### config.mk
export PLATFORM = sky130hd
export DESIGN_NAME = core_sequencer
export DESIGN_NICKNAME = d
export VERILOG_FILES = /design/src/rtl/core_sequencer_pkg.sv /design/src/rtl/core_sequencer_wait_timer.sv /design/src/rtl/core_sequencer.sv
export SDC_FILE = /design/constraint.sdc
export NUM_CORES = 1
export LEC_CHECK = 0
export BUFFER_PORTS_ARGS = -buffer_cell sky130_fd_sc_hd__buf_2
export CAP_MARGIN = 20
export CORE_ASPECT_RATIO = 0.8
export CORE_UTILIZATION = 44
export CTS_CLUSTER_DIAMETER = 60
export DETAILED_ROUTE_END_ITERATION = 8
export GPL_TIMING_DRIVEN = 0
export PLACE_DENSITY = 0.7
export SLEW_MARGIN = 20
export SYNTH_ARGS = -nofsm -noshare
export SYNTH_HDL_FRONTEND = slang
export SYNTH_HIERARCHICAL = 1
export SYNTH_SLANG_ARGS = --single-unit
### constraint.sdc
create_clock -name clk -period 2.7 [get_ports clk]
set_input_delay 0.54 -clock clk [delete_from_list [all_inputs] [get_ports clk]]
set_output_delay 0.54 -clock clk [all_outputs]
set_load 0.01 [all_outputs]
### src/rtl/core_sequencer_pkg.sv
// Shared encodings for the core sequencer: exception codes, FSM state encoding
// and the fixed-priority exception merge used in EXEC.
package core_sequencer_pkg;

   localparam int EXCEPTION_LEN = 4;
   typedef logic [EXCEPTION_LEN-1:0] excep_t;

   localparam excep_t EXCEP_OK           = 4'h0;
   localparam excep_t EXCEP_ILLEGAL_INST = 4'h2;
   localparam excep_t EXCEP_ENV_BREAK    = 4'h3;
   localparam excep_t EXCEP_BUS_TIMEOUT  = 4'hE;

   typedef enum logic [2:0] {
      SEQ_IDLE   = 3'd0,
      SEQ_FETCH  = 3'd1,
      SEQ_EXEC   = 3'd2,
      SEQ_MEM    = 3'd3,
      SEQ_COMMIT = 3'd4,
      SEQ_HALT   = 3'd5,
      SEQ_TRAP   = 3'd6
   } seq_state_t;

   // Fetch faults are resolved before EXEC, so only decode and execute remain.
   function automatic excep_t pick_excep(input excep_t id_code, input excep_t ex_code);
      return (id_code != EXCEP_OK) ? id_code : ex_code;
   endfunction

endpackage

### src/rtl/core_sequencer_wait_timer.sv
// Down-counter bounding how long FETCH or MEM may wait for a done strobe.
// Loaded on clear; expired is high once the count has run down to zero.
module core_sequencer_wait_timer #(
   parameter int LOAD = 15
) (
   input  logic clk,
   input  logic rst,
   input  logic clear,
   input  logic enable,
   output logic expired
);

   logic [7:0] count;

   always_ff @(posedge clk or negedge rst) begin
      if (!rst) begin
         count <= 8'(LOAD);
      end else if (clear) begin
         count <= 8'(LOAD);
      end else if (enable && count != 8'd0) begin
         count <= count - 8'd1;
      end
   end

   assign expired = (count == 8'd0);

endmodule

### src/rtl/core_sequencer.sv
// Multi-cycle instruction sequencer: fetch / exec / mem / commit stepping,
// exception merge, halt-resume on env break and sticky trap.
module core_sequencer
   import core_sequencer_pkg::*;
#(
   parameter int MEM_TIMEOUT = 16
) (
   input  logic                     clk,
   input  logic                     rst,
   input  logic                     resume_In,
   input  logic                     fetchDone_In,
   input  logic [EXCEPTION_LEN-1:0] ifException_In,
   input  logic [EXCEPTION_LEN-1:0] idException_In,
   input  logic                     exMemReq_In,
   input  logic                     exMemDone_In,
   input  logic [EXCEPTION_LEN-1:0] exException_In,
   output logic                     fetchStart_Out,
   output logic                     execEnable_Out,
   output logic                     pcCommit_Out,
   output logic                     rdCommit_Out,
   output logic                     execLock_Out,
   output logic                     halted_Out,
   output logic                     trapped_Out,
   output logic [EXCEPTION_LEN-1:0] trapCause_Out,
   output logic [31:0]              retired_Out,
   output logic [31:0]              cycles_Out
);

   seq_state_t state, state_nxt;
   logic       halt_pending, halt_nxt;
   excep_t     cause_nxt;
   excep_t     resolve_code;
   logic       resolve_en;
   logic       timer_clear, timer_expired;
   logic [31:0] retired_cnt, cycles_cnt;

   core_sequencer_wait_timer #(.LOAD(MEM_TIMEOUT - 1)) u_wait_timer (
      .clk     (clk),
      .rst     (rst),
      .clear   (timer_clear),
      .enable  (state == SEQ_FETCH || state == SEQ_MEM),
      .expired (timer_expired)
   );

   assign timer_clear = (state_nxt != state) &&
                        (state_nxt == SEQ_FETCH || state_nxt == SEQ_MEM);

   always_comb begin
      state_nxt    = state;
      halt_nxt     = halt_pending;
      cause_nxt    = trapCause_Out;
      resolve_code = EXCEP_OK;
      resolve_en   = 1'b0;
      case (state)
         SEQ_IDLE:   state_nxt = SEQ_FETCH;
         SEQ_FETCH: begin
            if (fetchDone_In) begin
               if (ifException_In == EXCEP_OK) begin
                  state_nxt = SEQ_EXEC;
               end else begin
                  resolve_en   = 1'b1;
                  resolve_code = ifException_In;
               end
            end else if (timer_expired) begin
               state_nxt = SEQ_TRAP;
               cause_nxt = EXCEP_BUS_TIMEOUT;
            end
         end
         SEQ_EXEC: begin
            resolve_code = pick_excep(idException_In, exException_In);
            if (resolve_code != EXCEP_OK) begin
               resolve_en = 1'b1;
            end else begin
               state_nxt = exMemReq_In ? SEQ_MEM : SEQ_COMMIT;
            end
         end
         SEQ_MEM: begin
            if (exMemDone_In) begin
               resolve_en   = 1'b1;
               resolve_code = exException_In;
            end else if (timer_expired) begin
               state_nxt = SEQ_TRAP;
               cause_nxt = EXCEP_BUS_TIMEOUT;
            end
         end
         SEQ_COMMIT: state_nxt = halt_pending ? SEQ_HALT : SEQ_FETCH;
         SEQ_HALT: begin
            if (resume_In) begin
               state_nxt = SEQ_FETCH;
               halt_nxt  = 1'b0;
            end
         end
         SEQ_TRAP:   state_nxt = SEQ_TRAP;
         default:    state_nxt = SEQ_IDLE;
      endcase

      if (resolve_en) begin
         if (resolve_code == EXCEP_OK) begin
            state_nxt = SEQ_COMMIT;
         end else if (resolve_code == EXCEP_ENV_BREAK) begin
            state_nxt = SEQ_COMMIT;
            halt_nxt  = 1'b1;
         end else begin
            state_nxt = SEQ_TRAP;
            cause_nxt = resolve_code;
         end
      end
   end

   // Outputs are registered from the next state so they line up with the state register.
   always_ff @(posedge clk or negedge rst) begin
      if (!rst) begin
         state          <= SEQ_IDLE;
         halt_pending   <= 1'b0;
         trapCause_Out  <= EXCEP_OK;
         fetchStart_Out <= 1'b0;
         execEnable_Out <= 1'b0;
         pcCommit_Out   <= 1'b0;
         rdCommit_Out   <= 1'b0;
         execLock_Out   <= 1'b1;
         halted_Out     <= 1'b0;
         trapped_Out    <= 1'b0;
         retired_cnt    <= 32'd0;
         cycles_cnt     <= 32'd0;
      end else begin
         state          <= state_nxt;
         halt_pending   <= halt_nxt;
         trapCause_Out  <= cause_nxt;
         fetchStart_Out <= (state_nxt == SEQ_FETCH) && (state != SEQ_FETCH);
         execEnable_Out <= (state_nxt == SEQ_EXEC) || (state_nxt == SEQ_MEM);
         pcCommit_Out   <= (state_nxt == SEQ_COMMIT);
         rdCommit_Out   <= (state_nxt == SEQ_COMMIT);
         execLock_Out   <= !(state_nxt == SEQ_FETCH || state_nxt == SEQ_EXEC ||
                             state_nxt == SEQ_MEM);
         halted_Out     <= (state_nxt == SEQ_HALT);
         trapped_Out    <= (state_nxt == SEQ_TRAP);
         if (state == SEQ_COMMIT) begin
            retired_cnt <= retired_cnt + 32'd1;
         end
         if (state != SEQ_IDLE && state != SEQ_TRAP) begin
            cycles_cnt <= cycles_cnt + 32'd1;
         end
      end
   end

   assign retired_Out = retired_cnt;
   assign cycles_Out  = cycles_cnt;

endmodule

==> metrics.md <==
| Metric | Value |
|---|---|
| Synth area leader | `dfrtp_1` |
| Pwr dens | `776 nW/um2` |
| Max H-tree Level | `3` |
| Clk slew on worst S/H paths | `70 ps` |
| Syn Inst Count | `393` |
| Routability cong. | `0.829` |
| CTS Hold Bufs | `0` |
| DRT Pass-1 Iters | `6` |
| Initial antenna violation count | `0` |
| FF+latch area | `2160 um2` |
| Fin. max-slew vios | `0` |
| Failing checks | `DRC` |
| Relative slew slack | `0.614` |
| Die H | `89.4 um` |
| Drt wl/cell | `13.9 um` |
| Vias per Instance | `5.33` |
| CTS buffer count | `9` |
| Final Cycle Share | `0.952` |
| Ys async rst share | `1.00` |
| Netlist Area Pre-Place | `4200 um2` |
| Worst Skew | `9.01 ps` |
| Min Hold Slack | `133 ps` |
| M1 GR Usage | `0.227` |
| Cell Rows | `31` |
| Final WL | `8.59 mm` |
| Distinct cells, synth | `65` |
| TritonCTS Sinks | `86` |
| Critical-path cell list | `buf_2 -> nor4_1 -> nand2_1 -> a221oi_1 -> nand2_1 -> and3_1 -> a211oi_2 -> buf_4 -> nor2_1 -> mux2i_1` |
| Fill cells | `822` |
| Final setup TNS | `0 ps` |
| Grt ovf | `0` |
| Crit path kind | `input pin to flip-flop` |
| Pre-CTS setup slack | `-331 ps` |
| Top Usage Layer GRT | `met2` |
| Critical path peak fanout | `5` |
| CTS max path bufs | `2` |
| Critical path launch point type | `input pin` |
| Critical path buffer and inverter count | `2` |
| Max Cap Viol | `0` |
| Worst Max-Slew Pin Slew | `574 ps` |
| Commonest non-fill, non-tap cells in the layout | `93 x buf_2, 81 x dfrtp_1, 45 x xnor2_1` |
| All-Layer GR Usage | `0.179` |
| Largest cells by area after synthesis | `dfrtp_1 48%, xnor2_1 9.6%, nand2_1 3.8%` |
| Final Worst Setup Slack | `131 ps` |
| TritonCTS clock tree | `yes` |
| Pwr Total | `4.00 mW` |
| Synth warnings | `6` |
| First-pass GRT wire length | `14.0 mm` |
| GRT met2 Usage | `0.296` |
| Top Ports | `93` |
| Largest net degree at the start of global routing | `58` |
| Nature of the critical path endpoint | `flip-flop` |
| IR drop worst, VDD | `0.000623 V` |
| Total number of vias | `3295` |
| Starting Density | `0.459` |
| ANT nets after route | `0` |
| Die Wd | `111 um` |
| Post-Syn Area per Cell | `10.7 um2` |
| Slowest CP cell | `a221oi_1` |
| Die area | `9950 um2` |
| Most used DFF post-synth | `dfrtp_1` |
| Number of remaining DRC errors | `12` |
| Drt initial violations | `165` |
| Min Clock Period, post-route | `2570 ps` |
| Worst skew pair latency | `340 ps` |
| Core Region | `9150 um2` |
| Layout cells sized above 1 | `0.294` |
| Mapped Nets | `415` |
| Worst path max stage delay | `540 ps` |
| Final net count | `520` |
| Yosys reg bits | `86` |
| EDFF count, synth | `0` |
| WP data required | `2960 ps` |
| Status | `complete, but fails checks` |
| Met3 Use GR | `0.0671` |
| Final Hold Vio Count | `0` |
| Crit path DAT | `2830 ps` |
| Final setup fails | `0` |
| Multi-input gate area | `1980 um2` |
| CTS Root Cell | `clkbuf_16` |
| Top-area cell type share of the netlist area | `0.482` |
| # diodes | `0` |
| Worst hold path class | `input pin to asynchronous set/reset pin` |
| Top Family by Delay on Critical Path | `simple AND/OR/NAND/NOR gates` |
| Most common cell after layout, fill and taps aside | `buf_2` |
| Area Overhead vs Synth | `22.4%` |
| Most frequent CP cell | `nand2_1` |
| Max Fclk | `389 MHz` |
| Dpl hpwl | `6.37 mm` |
| Buffers added on ports | `92` |
| Static Leak | `2.55 nW` |
| Register area share after synthesis | `0.513` |
| Number of global-route vias before repair | `3011` |
==> Yosys cell counts (all sizes together), types with 8 or more instances <==
| library cell | count |
|---|---|
| inv | 15 |
| nand2 | 43 |
| nand4 | 10 |
| o21ai | 12 |
| nor3 | 8 |
| xor2 | 17 |
| dfrtp | 81 |
| and3 | 12 |
| nand3 | 18 |
| a21oi | 8 |
| nor2 | 30 |
| xnor2 | 47 |
==> power by group <==
| part | switching (mW) | internal (mW) |
|---|---|---|
| clock | 0.474 | 0.613 |
| combinational | 0.704 | 0.526 |
| sequential | 0.175 | 1.50 |
| total | 1.35 | 2.64 |
==> what timing repair did <==
action                                  CTS  global route
pin swaps                                 0             1
gates cloned                              0             1
endpoints found under the setup margin    8             8
resized for setup                         3             8
buffers inserted                          0             0
==> worst register-to-register path, delay by kind of cell, from the launching register on <==
| kind | cells | cell delay, ps |
|---|---|---|
| AO/OA/AOI/OAI | 3 | 740 |
| adder cells (fa/ha/maj) | 1 | 190 |
| buffers and inverters | 2 | 260 |
| flip-flops | 1 | 540 |
| multiplexers | 1 | 150 |
| AND/OR/NAND/NOR | 4 | 600 |
==> stage by stage <==
| stage | cell area, um2 | std cells | util |
|---|---|---|---|
| CTS | 5110 | 617 | 0.558 |
| detailed placement | 4840 | 601 | 0.529 |
| finish | 5150 | 618 | 0.562 |
| global route | 5150 | 618 | 0.562 |
| floorplan | 4200 | 393 | - |
| global placement | 4810 | 600 | 0.525 |
==> routing by layer <==
metal,up-vias,routed length [um]
met5,-,0
met4,0,34
met1,1595,4150
met3,5,596
met2,107,3810
li1,1588,-
==> kinds of logic after synthesis <==
group / after synthesis / synth area share
AO/OA/AOI/OAI: 46 / 0.0759
XOR/XNOR: 64 / 0.135
adder cells (fa/ha/maj): 4 / 0.0119
buffers and inverters: 22 / 0.0244
flip-flops: 86 / 0.513
multiplexers: 6 / 0.0149
AND/OR/NAND/NOR: 165 / 0.224
==> sequential cells by signal, indices dropped and copies added, names as in the netlist, 3 cells and up <==
| name | cells |
|---|---|
| u_wait_timer/count | 8 |
| cycles_Out | 32 |
| state | 3 |
| retired_Out | 32 |
| trapCause_Out | 4 |
==> path summary, 6_finish.rpt <==
kind	from	to	slack [ps]	depth (start not counted)
min in group clk	retired_Out[31]	retired_Out[31]	470	1
worst min register to register	retired_Out[31]	retired_Out[31]	470	1
worst max-delay path	exException_In[0]	u_wait_timer/count[1]	130	10
worst min-delay path	rst	retired_Out[18]	130	1
worst max register to register	u_wait_timer/count[0]	u_wait_timer/count[1]	150	11
max in group asynchronous	rst	u_wait_timer/count[3]	1910	2
==> cell type report <==
class / instances / share of cell area
flip-flops and latches: 86 / 0.419
multi-input cells: 285 / 0.385
repair buffers: 94 / 0.0963
clock buffers: 10 / 0.0445
well taps: 115 / 0.0280
inverters: 15 / 0.0109
plain buffers: 7 / 0.00973
clock inverters: 6 / 0.00584
No activity file was read; power rests on OpenSTA's default activity.
